[src/rtl/go_initiator.sv]
// Run-request initiator: debounces the board button, issues go to the counting FSM,
// counts completed runs and flags runs that never report done.
module go_initiator #(
  parameter int unsigned DEBOUNCE_CYCLES = 300000,
  parameter int unsigned TIMEOUT_CYCLES  = 150000000
) (
  input  logic       clk30,
  input  logic       rst,
  input  logic       btn_n,
  input  logic       done,
  output logic       go,
  output logic       busy,
  output logic [3:0] run_count,
  output logic       timeout_err
);

  localparam logic [31:0] DEB_LAST = 32'(DEBOUNCE_CYCLES - 1);
  localparam logic [31:0] TMO_LAST = 32'(TIMEOUT_CYCLES - 1);

  typedef enum logic [1:0] {
    IDLE   = 2'd0,
    ACTIVE = 2'd1,
    REPORT = 2'd2,
    ERROR  = 2'd3
  } state_t;

  state_t      state;
  state_t      state_next;
  logic        btn_meta;
  logic        btn_sync;
  logic        done_meta;
  logic        done_sync;
  logic        done_prev;
  logic        done_edge;
  logic [31:0] deb_cnt;
  logic        deb_level;
  logic        deb_prev;
  logic        press;
  logic [31:0] tmo_cnt;

  // The button is inverted on entry so that cleared flops read as "released".
  always_ff @(posedge clk30 or posedge rst) begin
    if (rst) begin
      btn_meta  <= 1'b0;
      btn_sync  <= 1'b0;
      done_meta <= 1'b0;
      done_sync <= 1'b0;
      done_prev <= 1'b0;
      done_edge <= 1'b0;
    end else begin
      btn_meta  <= ~btn_n;
      btn_sync  <= btn_meta;
      done_meta <= done;
      done_sync <= done_meta;
      done_prev <= done_sync;
      done_edge <= done_sync & ~done_prev;
    end
  end

  always_ff @(posedge clk30 or posedge rst) begin
    if (rst) begin
      deb_cnt   <= '0;
      deb_level <= 1'b0;
      deb_prev  <= 1'b0;
    end else begin
      deb_prev <= deb_level;
      if (btn_sync == deb_level) begin
        deb_cnt <= '0;
      end else if (deb_cnt == DEB_LAST) begin
        deb_level <= ~deb_level;
        deb_cnt   <= '0;
      end else begin
        deb_cnt <= deb_cnt + 32'd1;
      end
    end
  end

  assign press = deb_level & ~deb_prev;

  always_ff @(posedge clk30 or posedge rst) begin
    if (rst) begin
      state     <= IDLE;
      tmo_cnt   <= '0;
      run_count <= '0;
    end else begin
      state <= state_next;
      if (state == ACTIVE) begin
        tmo_cnt <= tmo_cnt + 32'd1;
      end else begin
        tmo_cnt <= '0;
      end
      if (state == REPORT) begin
        run_count <= run_count + 4'd1;
      end
    end
  end

  // A done edge takes priority over a timeout landing in the same cycle.
  always_comb begin
    state_next  = IDLE;
    go          = 1'b0;
    busy        = 1'b0;
    timeout_err = 1'b0;
    case (state)
      IDLE: begin
        state_next = press ? ACTIVE : IDLE;
      end
      ACTIVE: begin
        go   = 1'b1;
        busy = 1'b1;
        if (done_edge) begin
          state_next = REPORT;
        end else if (tmo_cnt == TMO_LAST) begin
          state_next = ERROR;
        end else begin
          state_next = ACTIVE;
        end
      end
      REPORT: begin
        state_next = IDLE;
      end
      ERROR: begin
        timeout_err = 1'b1;
        state_next  = press ? IDLE : ERROR;
      end
      default: begin
        state_next = IDLE;
      end
    endcase
  end

endmodule

[config.mk]
export PLATFORM = sky130hd
export DESIGN_NAME = go_initiator
export DESIGN_NICKNAME = d
export VERILOG_FILES = /design/src/rtl/go_initiator.sv
export SDC_FILE = /design/constraint.sdc
export NUM_CORES = 1
export LEC_CHECK = 0
export ABC_AREA = 1
export BUFFER_PORTS_ARGS = -buffer_cell sky130_fd_sc_hd__buf_2
export CORE_ASPECT_RATIO = 1.2
export CORE_MARGIN = 2
export CORE_UTILIZATION = 35
export DETAILED_ROUTE_END_ITERATION = 10
export HOLD_SLACK_MARGIN = 0.05
export PLACE_DENSITY_LB_ADDON = 0.05
export SKIP_LAST_GASP = 1
export SYNTH_ARGS = -nofsm -noshare
export SYNTH_HDL_FRONTEND = slang
export SYNTH_SLANG_ARGS = --single-unit
[constraint.sdc]
create_clock -name clk30 -period 3.7 [get_ports clk30]
set_input_delay 0.74 -clock clk30 [delete_from_list [all_inputs] [get_ports clk30]]
set_output_delay 0.74 -clock clk30 [all_outputs]
set_load 0.005 [all_outputs]
* Yosys cells after proc, flatten, opt, wreduce, memory -nomap -nowiden
Cells that the tools add are included.
** Operators by class
- Add/subtract/negate cells :: 3
- Equal/unequal tests :: 6
- Muxes and demuxes :: 10
- Bitwise gates (word level) :: 7
- Reductions and logical operators :: 2
** Operators with widths (number)
- $mux 32 :: 3
- $add 32x1->32 const B :: 2
- $eq 32x19->1 const B :: 1
- $eq 32x28->1 const B :: 1
- $pmux 2 s4 :: 1
- $mux 2 :: 3
- $not 1->1 :: 5
- $add 4x1->4 const B :: 1
- $eq 2x2->1 const B :: 2
- $mux 1 :: 3
- $and 1x1->1 :: 2
- $eq 2x1->1 const B :: 1
- $logic_not 2->1 :: 1
- $reduce_and 2->1 :: 1
- $eq 1x1->1 :: 1
** Word-level totals
- Flip-flop bits (word level) :: 78
- Input bits :: 4
- Output and inout port bits :: 7
- Word-level logic and storage cells :: 40

* Depth between registers and ports, before layout
- Depth after elaboration :: 4
- Depth in mapped cells :: 9
- Gate-level depth less buffers :: 9

* Least setup slack after synthesis
No wires, ideal clock.
- Kind :: flip-flop to output port
- Start point :: reg state[1]
- End point :: out go
- Arrival :: 1.000 ns
- Data required time :: 2.960 ns
- Setup slack :: 1.960 ns
- Cell stages (with the launch flop) :: 5
- Path buffers :: 3
- Path through :: dfrtp_1 > nor2_1 > buf_2 > buf_2 > buf_4
** Between the ends
- Cells in the longest elaborated chain, start to end :: 2
** Ends and longest elaborated chain
- start: declaration :: RTL line 27 : state_t state;
- start signal: assignment :: RTL line 86 : state <= state_next;
- $eq 2x1->1
- $mux 1
- end: declaration :: RTL line 11 : output logic go,
Every way passes these cells.

* Final worst setup path
- Start point :: reg state[0]
- End point :: out go
** Between the ends
- Cells in the longest elaborated chain, start to end :: 2
** Ends and longest elaborated chain
- $eq 2x1->1 :: RTL line 104 : case (state)
- $mux 1 :: RTL line 104
Every way passes these cells.

==> flow_metrics.py <==
metrics = {
    "status": {
        "status": "completed",
    },
    "timing": {
        "fmax_mhz": 495,
        "setup_tns_ns": 0,
        "max_slew_margin": 0.292,
        "period_share": 0.546,
        "rsz0062_at_grt": "no",
        "finalSetupViolations": 0,
        "finalMaxSlewViolations": 0,
        "max_slew.worst_pin.slew_ns": 1.06,
        "final.setup_skew_ns": 0.00869,
        "hold_viol": 0,
        "period_needed_ns": 2.02,
    },
    "grt": {
        "overflow": 0,
        "grt_pass1_vias": 3709,
        "grt_use_total": 0.179,
        "grt_pass1_wl_microns": 18600,
        "grt_antenna_before_repair": 0,
        "grt_start_max_net_pins": 60,
    },
    "clock_tree": {
        "cts_tree": "yes",
        "cts.sink_count": 78,
        "post_cts_resized": 0,
        "cts_buffers": 9,
        "root_buffer": "clkbuf_16",
        "h-tree-depth": 3,
        "cts_setup_buffers": 0,
        "clk_pin_slew_ns": 0.06,
        "postCtsHoldBufs": 0,
        "clock_path_buffers": 2,
        "clk_latency_ns": 0.34,
    },
    "power": {
        "powerDensity_nw_per_um2": 344,
        "power.total_uw": 1690,
        "p_leak_uw": 0.00211,
        "ir_drop_uv": 150,
    },
    "layout": {
        "nFillCells": 1365,
        "finalNetCount": 658,
        "area_growth_pct": 11.1,
        "drive_gt1_frac": 0.0810,
        "regArea_sq_um": 1950,
        "multiInputGateArea_sq_um": 2170,
        "num_antenna_cells": 0,
    },
    "critical_path": {
        "reg2reg_slack_ns": 1.97,
        "required_ns": 2.96,
        "worstSetupStartpointType": "register",
        "rr_worst_depth": 8,
        "timing.rr.end": "deb_cnt[15]$_DFF_PP0_",
        "r2r_start": "deb_cnt[0]$_DFF_PP0_",
        "crit_arrival_ns": 1.28,
        "worstPathMaxFanout": 21,
        "endpoint_kind": "output pin",
        "worstSetupPathType": "reg2out",
    },
    "hold_path": {
        "hold_class": "reg2reg",
        "hp-start": "done_meta$_DFF_PP0_",
        "holdPathStages": 0,
        "min_to": "done_sync$_DFF_PP0_",
    },
    "logic_synthesis": {
        "synth_nets": 642,
        "ys_seq_area_frac": 0.441,
        "yosys_warnings": 0,
        "syn_inst": 635,
        "mappedNetlistArea_sq_um": 4420,
        "synth.distinct_cells": 27,
        "ys_ff_latch": 78,
        "synth_area_per_cell_sq_um": 6.97,
    },
    "placed_design": {
        "gp_congestion": 0.839,
        "dp_hpwl_microns": 8360,
        "io_buffers": 10,
    },
    "drt": {
        "drt-pass1-iter-count": 4,
        "post_drt_wl_per_cell_microns": 13.6,
        "vias_per_cell": 4.52,
        "ant_nets": 0,
        "vias": 3699,
        "drc": 0,
        "routed_wl_microns": 11100,
        "drt_iter0_drc": 162,
    },
    "flow_run": {
        "drv_cap": 0,
    },
    "die": {
        "start_util": 0.354,
        "die_h_microns": 127,
        "fp.dieW_microns": 107,
        "dieArea_sq_um": 13600,
        "fp-row-count": 45,
        "coreArea_sq_um": 12500,
        "boundaryPins": 11,
    },
}
synthesized netlist by cell type, drive strengths merged:
cell	instances	area (sq um)
nand2	221	855
clkbuf	3	11.3
xnor2	10	87.6
dfrtp	78	1950
nor3	1	5.00
xor2	13	114
ha	3	37.5
and2	1	6.26
nand4	3	18.8
nor3b	1	7.51
a221oi	1	8.76
nand3	36	190
buf	4	25.0
o21ai	8	40.0
a21oi	15	75.1
nor2	164	707
inv	71	267
a2bb2oi	2	17.5
worst max-delay path by stage:
stage,startpoint,end,cells after the start
5_1_grt,state[0]$_DFF_PP0_,busy,4
6_report,state[0]$_DFF_PP0_,go,4
4_1_cts,state[1]$_DFF_PP0_,go,3
3_5_place_dp,rst,tmo_cnt[28]$_DFF_PP0_,3
3_3_place_gp,rst,tmo_cnt[28]$_DFF_PP0_,3
2_1_floorplan,rst,btn_meta$_DFF_PP0_,1
registers in the layout, summed over array words and instances (netlist names):
name	cells
deb_level	1
deb_prev	1
tmo_cnt	32
done_edge	1
done_sync	1
run_count	4
deb_cnt	32
done_prev	1
btn_sync	1
state	2
btn_meta	1
done_meta	1
kinds of logic after synthesis:
group	Yosys count	synth area share
AOI/OAI and AO/OA	26	0.0320
xor gates and xnor gates	23	0.0455
adders and majority gates	3	0.00849
buffers and inverters	78	0.0684
DFF	78	0.441
and+or+nand+nor	427	0.404
area by class of cell:
type / count / share of cell area
Tap cell: 164 / 0.0417
Sequential cell: 78 / 0.397
Clock buffer: 12 / 0.0501
Clock inverter: 2 / 0.00204
Timing Repair Buffer: 12 / 0.0132
Multi-Input combinational cell: 479 / 0.441
Inverter: 71 / 0.0545
per-layer routing:
| metal | global-route usage | vias to the layer above | share of wire |
|---|---|---|---|
| li1 | - | 1958 | - |
| met1 | 0.210 | 1683 | 0.42 |
| met2 | 0.318 | 39 | 0.53 |
| met3 | 0.0342 | 19 | 0.021 |
| met4 | 0.0772 | 0 | 0.030 |
| met5 | 0 | - | 0 |
through the flow:
stage / setup WS [ns] / instances / utilization / instance area [sq um] / hold WS (ns)
floorplan: 0.965 / 635 / - / 4420 / 0.331
global placement: 1.76 / 804 / 0.373 / 4660 / 0.333
detailed placement: 1.76 / 804 / 0.373 / 4660 / 0.335
CTS: 1.65 / 818 / 0.393 / 4920 / 0.347
global route: 1.59 / 818 / 0.393 / 4920 / 0.365
finish: 1.68 / 818 / 0.393 / 4920 / 0.347
worst max-delay path: stages (launching register included):
cell	delay [ns]
dfrtp_1	0.37
inv_1	0.06
nor2_1	0.09
buf_4	0.26
buf_2	0.16
placed cells by master, fill, tap and decap left out, types with 3 or more instances in the layout:
cell type / Yosys / final
clkinv_2: 0 / 3
nand3_1: 34 / 34
nor2_2: 9 / 9
xor2_1: 13 / 13
buf_2: 2 / 10
a21oi_1: 15 / 15
dfrtp_1: 78 / 78
clkbuf_16: 0 / 9
nor2_1: 147 / 147
ha_1: 3 / 3
inv_1: 70 / 69
nand4_1: 3 / 3
xnor2_1: 10 / 10
o21ai_0: 7 / 7
nand2_1: 213 / 213
nor2_4: 7 / 7
nand2_2: 7 / 7
where the power goes:
group          leakage, uW  switching [uW]  internal [uW]
Sequential         0.00108            3.80            859
Clock             0.000128             333            463
Combinational     0.000908            27.2           5.06
Note: power is estimated with default switching activity, not from simulation.
